===== src/rtl/uart_program_loader.sv =====
// Boot loader: UART 8N1 image (BE word count, then BE words) -> program memory write port.
// Latency: ProgWrite 1 cycle after the 4th byte of a word; Done 1 cycle after the final write. No backpressure: UART input cannot be stalled.
// LOADER_ECHO_EN: when defined, accepted header/payload bytes are echoed on RsTx through a 1-entry holding register.
module uart_program_loader #(
    parameter int CLK_HZ     = 100000000,
    parameter int BAUD       = 115200,
    parameter int ADDR_WIDTH = 10
) (
    input  logic                  clk,
    input  logic                  rstn,
    input  logic                  RsRx,
    output logic                  RsTx,
    output logic [ADDR_WIDTH-1:0] ProgAddr,
    output logic [31:0]           ProgData,
    output logic                  ProgWrite,
    output logic                  Done,
    output logic                  Busy,
    output logic                  Error
);
    localparam int CLKS_PER_BIT = CLK_HZ / BAUD;
    localparam int CW           = $clog2(CLKS_PER_BIT);
    localparam int CNTW         = ADDR_WIDTH - 1;
    localparam logic [31:0]   MAX_WORDS = 32'((2 ** ADDR_WIDTH) / 4);
    localparam logic [CW-1:0] FULL_M1   = CW'(CLKS_PER_BIT - 1);
    localparam logic [CW-1:0] HALF_M1   = CW'(CLKS_PER_BIT / 2 - 1);

    localparam logic [1:0] RX_IDLE  = 2'd0;
    localparam logic [1:0] RX_START = 2'd1;
    localparam logic [1:0] RX_DATA  = 2'd2;
    localparam logic [1:0] RX_STOP  = 2'd3;

    localparam logic [1:0] ST_HDR  = 2'd0;
    localparam logic [1:0] ST_DATA = 2'd1;
    localparam logic [1:0] ST_DONE = 2'd2;
    localparam logic [1:0] ST_ERR  = 2'd3;

    logic          rx_s0, rx_s1, rx_prev;
    logic [1:0]    rx_state;
    logic [CW-1:0] rx_cnt;
    logic [2:0]    rx_bits;
    logic [7:0]    rx_shift;
    logic          byte_valid, frame_err;

    always_ff @(posedge clk) begin
        if (!rstn) begin
            rx_s0      <= 1'b1;
            rx_s1      <= 1'b1;
            rx_prev    <= 1'b1;
            rx_state   <= RX_IDLE;
            rx_cnt     <= '0;
            rx_bits    <= '0;
            rx_shift   <= '0;
            byte_valid <= 1'b0;
            frame_err  <= 1'b0;
        end else begin
            rx_s0      <= RsRx;
            rx_s1      <= rx_s0;
            rx_prev    <= rx_s1;
            byte_valid <= 1'b0;
            frame_err  <= 1'b0;
            case (rx_state)
                RX_IDLE: begin
                    if (rx_prev && !rx_s1) begin
                        rx_state <= RX_START;
                        rx_cnt   <= '0;
                    end
                end
                RX_START: begin
                    // Mid-start re-check: a line already back high was a glitch.
                    if (rx_cnt == HALF_M1) begin
                        rx_cnt   <= '0;
                        rx_bits  <= '0;
                        rx_state <= rx_s1 ? RX_IDLE : RX_DATA;
                    end else begin
                        rx_cnt <= rx_cnt + 1'b1;
                    end
                end
                RX_DATA: begin
                    if (rx_cnt == FULL_M1) begin
                        rx_cnt   <= '0;
                        rx_shift <= {rx_s1, rx_shift[7:1]};
                        if (rx_bits == 3'd7) rx_state <= RX_STOP;
                        else                 rx_bits  <= rx_bits + 1'b1;
                    end else begin
                        rx_cnt <= rx_cnt + 1'b1;
                    end
                end
                default: begin
                    // Back to idle at mid-stop so the next start edge is never missed.
                    if (rx_cnt == FULL_M1) begin
                        rx_cnt   <= '0;
                        rx_state <= RX_IDLE;
                        if (rx_s1) byte_valid <= 1'b1;
                        else       frame_err  <= 1'b1;
                    end else begin
                        rx_cnt <= rx_cnt + 1'b1;
                    end
                end
            endcase
        end
    end

    logic [1:0]      state;
    logic [1:0]      byte_idx;
    logic            got_byte;
    logic [23:0]     hdr;
    logic [31:0]     hdr_next;
    logic [CNTW-1:0] n_words, word_cnt, word_cnt_inc;

    assign hdr_next     = {hdr, rx_shift};
    assign word_cnt_inc = word_cnt + 1'b1;

    always_ff @(posedge clk) begin
        if (!rstn) begin
            state     <= ST_HDR;
            byte_idx  <= '0;
            got_byte  <= 1'b0;
            hdr       <= '0;
            n_words   <= '0;
            word_cnt  <= '0;
            ProgAddr  <= '0;
            ProgData  <= '0;
            ProgWrite <= 1'b0;
        end else begin
            ProgWrite <= 1'b0;
            if (ProgWrite) begin
                ProgAddr <= ProgAddr + ADDR_WIDTH'(4);
                word_cnt <= word_cnt_inc;
                if (word_cnt_inc == n_words) state <= ST_DONE;
            end
            case (state)
                ST_HDR: begin
                    if (frame_err) begin
                        state <= ST_ERR;
                    end else if (byte_valid) begin
                        got_byte <= 1'b1;
                        hdr      <= hdr_next[23:0];
                        byte_idx <= byte_idx + 1'b1;
                        if (byte_idx == 2'd3) begin
                            if (hdr_next == 32'd0) begin
                                state <= ST_DONE;
                            end else if (hdr_next > MAX_WORDS) begin
                                state <= ST_ERR;
                            end else begin
                                state    <= ST_DATA;
                                n_words  <= hdr_next[CNTW-1:0];
                                word_cnt <= '0;
                                ProgAddr <= '0;
                            end
                        end
                    end
                end
                ST_DATA: begin
                    if (frame_err) begin
                        state <= ST_ERR;
                    end else if (byte_valid) begin
                        ProgData <= {ProgData[23:0], rx_shift};
                        byte_idx <= byte_idx + 1'b1;
                        if (byte_idx == 2'd3) ProgWrite <= 1'b1;
                    end
                end
                default: ;
            endcase
        end
    end

    assign Done  = (state == ST_DONE);
    assign Error = (state == ST_ERR);
    assign Busy  = (state == ST_DATA) || ((state == ST_HDR) && got_byte);

`ifdef LOADER_ECHO_EN
    logic          hold_vld;
    logic [7:0]    hold_dat;
    logic          tx_busy, tx_line, tx_last, tx_load, accept;
    logic [9:0]    tx_shift;
    logic [CW-1:0] tx_cnt;
    logic [3:0]    tx_bits;

    assign accept  = byte_valid && ((state == ST_HDR) || (state == ST_DATA));
    // Reloading in the stop bit's last cycle keeps the TX frame period equal to RX.
    assign tx_last = tx_busy && (tx_cnt == FULL_M1) && (tx_bits == 4'd9);
    assign tx_load = hold_vld && (!tx_busy || tx_last);

    always_ff @(posedge clk) begin
        if (!rstn) begin
            hold_vld <= 1'b0;
            hold_dat <= '0;
            tx_busy  <= 1'b0;
            tx_shift <= '1;
            tx_cnt   <= '0;
            tx_bits  <= '0;
            tx_line  <= 1'b1;
        end else begin
            tx_line <= tx_busy ? tx_shift[0] : 1'b1;
            if (tx_load) begin
                tx_busy  <= 1'b1;
                tx_shift <= {1'b1, hold_dat, 1'b0};
                tx_cnt   <= '0;
                tx_bits  <= '0;
                hold_vld <= 1'b0;
            end else if (tx_busy) begin
                if (tx_cnt == FULL_M1) begin
                    tx_cnt   <= '0;
                    tx_shift <= {1'b1, tx_shift[9:1]};
                    if (tx_bits == 4'd9) tx_busy <= 1'b0;
                    else                 tx_bits <= tx_bits + 1'b1;
                end else begin
                    tx_cnt <= tx_cnt + 1'b1;
                end
            end
            if (accept) begin
                hold_dat <= rx_shift;
                hold_vld <= 1'b1;
            end
        end
    end

    assign RsTx = tx_line;
`else
    assign RsTx = 1'b1;
`endif

endmodule


===== config.mk =====
export PLATFORM = sky130hd
export DESIGN_NAME = uart_program_loader
export DESIGN_NICKNAME = d
export VERILOG_FILES = /design/src/rtl/uart_program_loader.sv
export SDC_FILE = /design/constraint.sdc
export NUM_CORES = 1
export LEC_CHECK = 0
export ABC_CLOCK_PERIOD_IN_PS = 4200
export BUFFER_PORTS_ARGS = -buffer_cell sky130_fd_sc_hd__clkbuf_2
export CORE_AREA = 10 10 85 123
export CTS_CLUSTER_SIZE = 28
export DETAILED_ROUTE_END_ITERATION = 8
export DIE_AREA = 0 0 95 133
export GPL_ROUTABILITY_DRIVEN = 0
export GPL_TIMING_DRIVEN = 0
export PLACE_DENSITY = 0.83
export RECOVER_POWER = 100
export SYNTH_ARGS = -nofsm -noshare
export SYNTH_HDL_FRONTEND = slang
export SYNTH_SLANG_ARGS = --single-unit

===== constraint.sdc =====
create_clock -name clk -period 4.2 [get_ports clk]
set_input_delay 0 -clock clk [delete_from_list [all_inputs] [get_ports clk]]
set_output_delay 0 -clock clk [all_outputs]
set_load 0.005 [all_outputs]

==> run_results.csv, run 1 <==
group,metric,value,unit
clocking,master_cell_of_the_clock_root_buffer,"clkbuf_16",
critical_path,timing.setup.critical_path_class,"reg -> reg",
sta,max_clock_freq,344,MHz
sta,fin_worst_hold_slack,0.325,ns
global_route,grt_pass1_vias,4287,
placement,placed_cells,732,
synth,synthesized_flop_and_latch_total,116,
synth,synth_top_cells_by_area,"dfxtp_1 46%, nand2_1 10%, a21boi_0 9.6%, xor2_1 3.3%, mux2i_1 3.2%",
power,power.density_cell_area,412,nW/um2
detailed_routing,detailedRoute.firstPassIterationCount,4,
critical_path,cp.required,4.49,ns
floorplan,die_area,12600,um2
clocking,post_cts_setup_buffer_count,0,
synth,ys_seq_area_share,45.7,%
detailed_routing,drc_errors,0,
clocking,clock_latency,0.41,ns
sta,fin_crit_sh,69.2,%
sta,min_setup_slack_post_route,1.29,ns
floorplan,io_pins,50,
power,ir_drop,0.000335,V
worst_hold_path,min-delay-path-class,"in -> reg",
status,run_status,"finished clean",
global_route,grt_start_max_net_pins,17,
sta,worst_slew_pin_slew,1.09,ns
finish,num-nets-final,656,
clocking,h-tree-depth,4,
sta,rsz0062_at_grt,"false",
global_route,global_route.overflow_total,0,
global_route,grt_pass1_wl,19700,um
synth,synthesis.instances,579,
floorplan,die-width,95,um
detailed_routing,viasPerCell,5.47,
placement,io_buffers,45,
run,max-cap-violations,0,
power,pwr-share-seq,45.7,%
floorplan,initial_core_util,61.1,%
floorplan,rows,41,
critical_path,crit_path_start_kind,"flip-flop",
synth,mappedNetlistArea,5080,um2
clocking,cts_made_buffers,17,
floorplan,core_area,8310,um2
synth,post_synth_num_cell_types,54,
power,comb_power_share,2.2,%
clocking,max-clock-path-buffers,2,
placement,pre_cts_slack,2.03,ns
detailed_routing,detail-route-antenna-nets,0,
finish,fin_cells,764,
synth,synth_top_cell_area_share,45.7,%
power,p_clk_share,52.1,%
global_route,grt_usage,19.4,%
floorplan,dieHeight,133,um
synth,synth_top_area_cell,"dfxtp_1",
power,power_switching,0.483,mW
finish,n_antenna_cell,0,
placement,post-dp-hpwl,8390,um
sta,fin_setup_tns,0,ns
power,leakage,2.08,nW
power,internal_power,1.95,mW
power,power.share.switching,19.9,%
sta,fin_worst_skew,0.00641,ns
sta,setup_violations,0,
critical_path,path_max_fanout,10,
global_route,grt_antenna_before_repair,0,
finish,layout-area-overhead-vs-synth,16.0,%
sta,worst_slew_margin_relative_to_its_limit,26.8,%
synth,postSynthAreaPerCell,8.77,um2
sta,hold_violations,0,
finish,drive_gt1_share,8.22,%
critical_path,arrival,3.20,ns
detailed_routing,via_count_of_the_routed_design,4178,
detailed_routing,dr.first_iter.drc_count,204,
detailed_routing,route.detailed.wl_per_inst,15.2,um
sta,slew_viol_final,0,
detailed_routing,detail_route.wirelength,11600,um
clocking,tritoncts,"built",
synth,yosysWarningCount,0,
sta,post-route-min-period,2.91,ns
critical_path,critPathCaptureType,"flip-flop",
clocking,clkSinkCount,116,
clocking,path_clk_slew,0.05,ns
==> through the flow <==
step           util, %  cell area [um2]  power, mW
3_5_place_dp      65.5             5440       1.19
3_3_place_gp      65.5             5440       1.19
2_1_floorplan        -             5080       1.17
4_1_cts           72.1             5990       2.45
6_report          70.9             5890       2.43
5_1_grt           70.9             5890       2.51
==> Yosys cell counts, drive strengths merged <==
| cell | count |
|---|---|
| or4 | 2 |
| conb | 2 |
| a21oi | 2 |
| o311ai | 2 |
| buf | 11 |
| o21ai | 2 |
| a31oi | 1 |
| or3 | 1 |
| mux2i | 16 |
| o21ba | 1 |
| xor2 | 19 |
| nor3 | 6 |
| or3b | 2 |
| and2 | 6 |
| a41o | 1 |
| inv | 5 |
| nand2b | 7 |
| nor4 | 12 |
| nor2 | 42 |
| a211oi | 2 |
| a21o | 1 |
| dfxtp | 116 |
| and3b | 1 |
| a21boi | 65 |
| clkbuf | 25 |
| a2111oi | 1 |
| nand3 | 18 |
| o211ai | 1 |
| nand4 | 9 |
| nor2b | 18 |
| xnor2 | 18 |
| a221oi | 1 |
| a211o | 2 |
| and3 | 6 |
| a221o | 1 |
| nand4bb | 1 |
| nor4bb | 1 |
| o21a | 1 |
| ha | 7 |
| nor4b | 1 |
| nand2 | 140 |
| o31ai | 3 |
==> registers in the layout, indices dropped and copies added (netlist names), 2 cells and up <==
name	flops
ProgAddr	8
ProgData	32
byte_idx	2
hdr	24
n_words	9
rx_bits	3
rx_cnt	10
rx_shift	8
rx_state	2
state	2
word_cnt	9
==> placed cells by master, fill, tap and decap left out, drive strengths merged, types with 2 or more instances in the layout <==
| cell type | instances |
|---|---|
| nand2b | 7 |
| o311ai | 2 |
| nor3 | 6 |
| ha | 7 |
| nand3 | 18 |
| nor4 | 12 |
| clkinv | 5 |
| nand4 | 9 |
| a21oi | 2 |
| a21boi | 65 |
| xor2 | 19 |
| dlygate4sd3 | 2 |
| nor2 | 42 |
| mux2i | 16 |
| and3 | 6 |
| or4 | 2 |
| conb | 3 |
| a211oi | 2 |
| clkbuf | 100 |
| nand2 | 140 |
| nor2b | 18 |
| inv | 5 |
| a211o | 2 |
| o21ai | 2 |
| xnor2 | 18 |
| dfxtp | 116 |
| buf | 6 |
| o31ai | 3 |
| and2 | 6 |
| or3b | 2 |
==> critical path: stages (launching register included) <==
cell	delay, ns
dfxtp_1	0.30
nor4_1	0.34
nand4_1	0.24
a2111oi_0	0.48
clkbuf_1	0.58
nand2b_1	0.19
clkbuf_1	0.41
buf_12	0.19
nor2_1	0.05
==> worst paths after layout <==
kind / from / to / slack [ns] / cells past startpoint
max: hdr[18]$_SDFFE_PN0P_ / ProgAddr[3]$_SDFF_PN0_ / 1.29 / 8
min: RsRx / rx_s0$_SDFF_PN1_ / 0.32 / 3
max reg2reg: hdr[18]$_SDFFE_PN0P_ / ProgAddr[3]$_SDFF_PN0_ / 1.29 / 8
min reg2reg: rx_s0$_SDFF_PN1_ / rx_s1$_SDFF_PN1_ / 0.42 / 1
==> final cells by class <==
cell class / count / area (um2)
multi-input cells: 423 / 2520
fillers: 658 / 2420
flip-flops and latches: 116 / 2320
clock buffers: 25 / 505
repair buffers: 47 / 209
plain buffers: 36 / 163
well taps: 107 / 134
clock inverters: 5 / 25.0
inverters: 5 / 18.8
==> cell families (layout without fill, tap and decap cells) <==
group | count (synthesis) | after routing | synth area share [%]
fa+ha+maj | 7 | 7 | 1.72
other cells | 2 | 3 | 0.148
xor+xnor | 37 | 37 | 6.38
buf+inv | 41 | 118 | 4.09
compound gates | 87 | 87 | 13.4
mux | 16 | 16 | 3.15
flops | 116 | 116 | 45.7
simple gates | 273 | 273 | 25.4
==> what timing repair did <==
item,CTS,global route
endpoints found under the hold margin,2,0
hold buffers,2,0
gates resized for setup,0,0
==> power by group through the flow <==
stage               Sequential [mW]  Combinational (mW)  Clock [mW]
floorplan                      1.13              0.0433           0
global placement               1.13              0.0544           0
detailed placement             1.13              0.0557           0
CTS                            1.11              0.0575        1.28
global route                   1.11              0.0587        1.34
finish                         1.11              0.0529        1.27
==> layer usage <==
metal | vias up | routed length (um) | track usage [%]
li1 | 2076 | - | -
met1 | 1987 | 4300 | 18.5
met2 | 85 | 6430 | 36.2
met3 | 30 | 540 | 5.04
met4 | 0 | 328 | 10.3
met5 | - | 0 | 0
No activity file was read; power rests on OpenSTA's default activity.
==> inputs of run 2 (changes only) <==
Settings changed: ABC_AREA set to 1, ABC_CLOCK_PERIOD_IN_PS 4200 to 2940, CORE_AREA 10 10 85 123 to 10 10 87 127, DIE_AREA 0 0 95 133 to 0 0 97 137, PLACE_DENSITY 0.83 to 0.77.
Clock period 4.2 ns to 2.94 ns, I/O delays scaled along.
==> run_results.csv, run 2 <==
group,metric,value,unit
finish,mostFrequentLayoutCell,"nor2_1",
sta,worst_slew_pin_slew,0.541,ns
clocking,master_cell_of_the_clock_root_buffer,"clkbuf_16",
floorplan,io_pins,50,
floorplan,core_area,8780,um2
detailed_routing,via_count_of_the_routed_design,4615,
finish,num-nets-final,761,
sta,min_setup_slack_post_route,0.972,ns
status,run_status,"finished clean",
synth,synth_top_area_cell,"dfxtp_1",
floorplan,dieHeight,137,um
sta,fin_worst_skew,0.00682,ns
finish,layout-area-overhead-vs-synth,18.5,%
finish,drive_gt1_share,6.69,%
placement,post-dp-hpwl,8850,um
floorplan,rows,42,
global_route,global_route.overflow_total,0,
sta,worst_slew_margin_relative_to_its_limit,63.8,%
synth,ys.flop_type,"dfxtp_1",
finish,number_of_flip_flops_in_the_largest_register,32,
clocking,tritoncts,"built",
finish,registers_with_the_most_flip_flops,"ProgData: 32 flops, hdr: 24 flops, rx_cnt: 10 flops",
critical_path,cp.required,3.22,ns
synth,fraction_of_synthesis_flops_using_an_asynchronous_set_or_reset_pin,0,%
global_route,grt_start_max_net_pins,17,
placement,pre_cts_slack,1.02,ns
worst_hold_path,min-delay-path-class,"in -> reg",
synth,post_synth_num_cell_types,34,
synth,ys_seq_area_share,47.0,%
synth,post-synth-top-count-cell,"nor2_1",
global_route,grt_pass1_wl,20400,um
detailed_routing,drc_errors,0,
global_route,grt_usage,18.3,%
synth,yosysWarningCount,0,
sta,fin_setup_tns,0,ns
clocking,clock_latency,0.41,ns
detailed_routing,detail-route-antenna-nets,0,
sta,post-route-min-period,1.97,ns
power,leakage,2.65,nW
sta,fin_crit_sh,66.9,%
clocking,path_clk_slew,0.05,ns
critical_path,path_max_fanout,10,
detailed_routing,detailedRoute.firstPassIterationCount,6,
clocking,max-clock-path-buffers,2,
synth,synth_top_cell_area_share,47.0,%
critical_path,crit_path_start_kind,"flip-flop",
clocking,clkSinkCount,116,
floorplan,die_area,13300,um2
critical_path,arrival,2.25,ns
placement,io_buffers,46,
global_route,grt_antenna_before_repair,0,
synth,synth_top_cells_by_area,"dfxtp_1 47%, nor2_1 10%, o21ai_0 8.2%, nand2_1 6.8%, inv_1 5.8%",
floorplan,initial_core_util,56.3,%
power,ir_drop,0.000476,V
floorplan,die-width,97,um
sta,max_clock_freq,508,MHz
finish,largest-register,"ProgData",
sta,setup_violations,0,
synth,postSynthAreaPerCell,7.23,um2
finish,commonest_cells_after_routing_fill_and_taps_aside,"137 x nor2_1, 116 x dfxtp_1, 89 x nand2_1, 83 x o21ai_0, 77 x inv_1",
placement,placed_cells,841,
synth,synthesized_flop_and_latch_total,116,
sta,rsz0062_at_grt,"false",
clocking,cts_made_buffers,17,
finish,fin_cells,872,
finish,n_antenna_cell,0,
synth,yosys-top-cells-count,"137 x nor2_1, 116 x dfxtp_1, 89 x nand2_1",
detailed_routing,route.detailed.wl_per_inst,14.0,um
sta,hold_violations,0,
clocking,h-tree-depth,4,
detailed_routing,detail_route.wirelength,12200,um
sta,slew_viol_final,0,
synth,synth_enable_flop_cells,0,
critical_path,timing.setup.critical_path_class,"reg -> reg",
run,max-cap-violations,0,
synth,mappedNetlistArea,4940,um2
global_route,grt_pass1_vias,4493,
power,power.density_cell_area,678,nW/um2
detailed_routing,dr.first_iter.drc_count,287,
detailed_routing,viasPerCell,5.29,
critical_path,critPathCaptureType,"flip-flop",
synth,synthesis.instances,684,
[run 2: final timing paths]
| check | startpoint | end | slack [ns] | cells past startpoint |
|---|---|---|---|---|
| max | rx_cnt[0]$_SDFFE_PN0N_ | rx_shift[6]$_SDFFE_PN0P_ | 0.97 | 9 |
| max reg2reg | rx_cnt[0]$_SDFFE_PN0N_ | rx_shift[6]$_SDFFE_PN0P_ | 0.97 | 9 |
| min reg2reg | rx_s0$_SDFF_PN1_ | rx_s1$_SDFF_PN1_ | 0.43 | 1 |
| min | rstn | ProgAddr[6]$_SDFF_PN0_ | 0.03 | 5 |
[run 2: per-stage QoR]
stage	area (um2)	hold WS [ns]	util [%]	total power, mW
after global placement	5320	0.188	60.6	1.92
after CTS	5920	0.0232	67.5	4.01
final	5860	0.0313	66.7	3.97
after floorplan	4950	0.107	-	1.88
after global routing	5860	0.0726	66.7	4.08
after detailed placement	5320	0.197	60.6	1.94
[run 2: kinds of logic (layout without fill, tap and decap cells)]
logic type / after synthesis / in the layout / share of synthesized area [%]
xor+xnor: 6 / 6 / 1.06
flops: 116 / 116 / 47.0
other cells: 2 / 3 / 0.152
buf+inv: 110 / 187 / 8.73
compound gates: 147 / 147 / 15.8
simple gates: 296 / 296 / 25.5
fa+ha+maj: 7 / 7 / 1.77
[run 2: layout make-up]
type | count | area (um2)
Inverter | 79 | 297
Buffer | 31 | 131
Fill cell | 755 | 2920
Tap cell | 110 | 138
Timing Repair Buffer | 47 | 190
Multi-Input combinational cell | 459 | 2180
Clock inverter | 10 | 131
Clock buffer | 20 | 467
Sequential cell | 116 | 2320
[run 2: timing repair]
item | CTS | global route
resized for setup | 0 | 0
hold buffers | 1 | 0
hold endpoints to repair | 1 | 0
setup endpoints to repair | 0 | 0
buffers inserted | 0 | 0
[run 2: report_power, final]
part           switching, mW  internal (mW)  total (mW)
Sequential            0.0286           1.60        1.63
Clock                  0.692           1.38        2.07
Combinational          0.180         0.0897       0.270
[run 2: per-layer routing]
layer  global-route usage, %  part of all wire [%]  vias up
met5                       0                     0        -
met4                    9.79                   3.9        0
met3                    6.41                   4.4       39
met2                    32.3                    49      117
met1                    18.6                    42     2115
li1                        -                     -     2344
[run 2: worst max-delay path, cell delays in order (launching register included)]
cell,delay (ns)
dfxtp_1,0.40
ha_1,0.23
nand3_1,0.09
nor3_1,0.14
nand2_1,0.13
inv_1,0.11
nand2_1,0.18
clkbuf_1,0.27
o21ai_0,0.23
a21oi_1,0.06
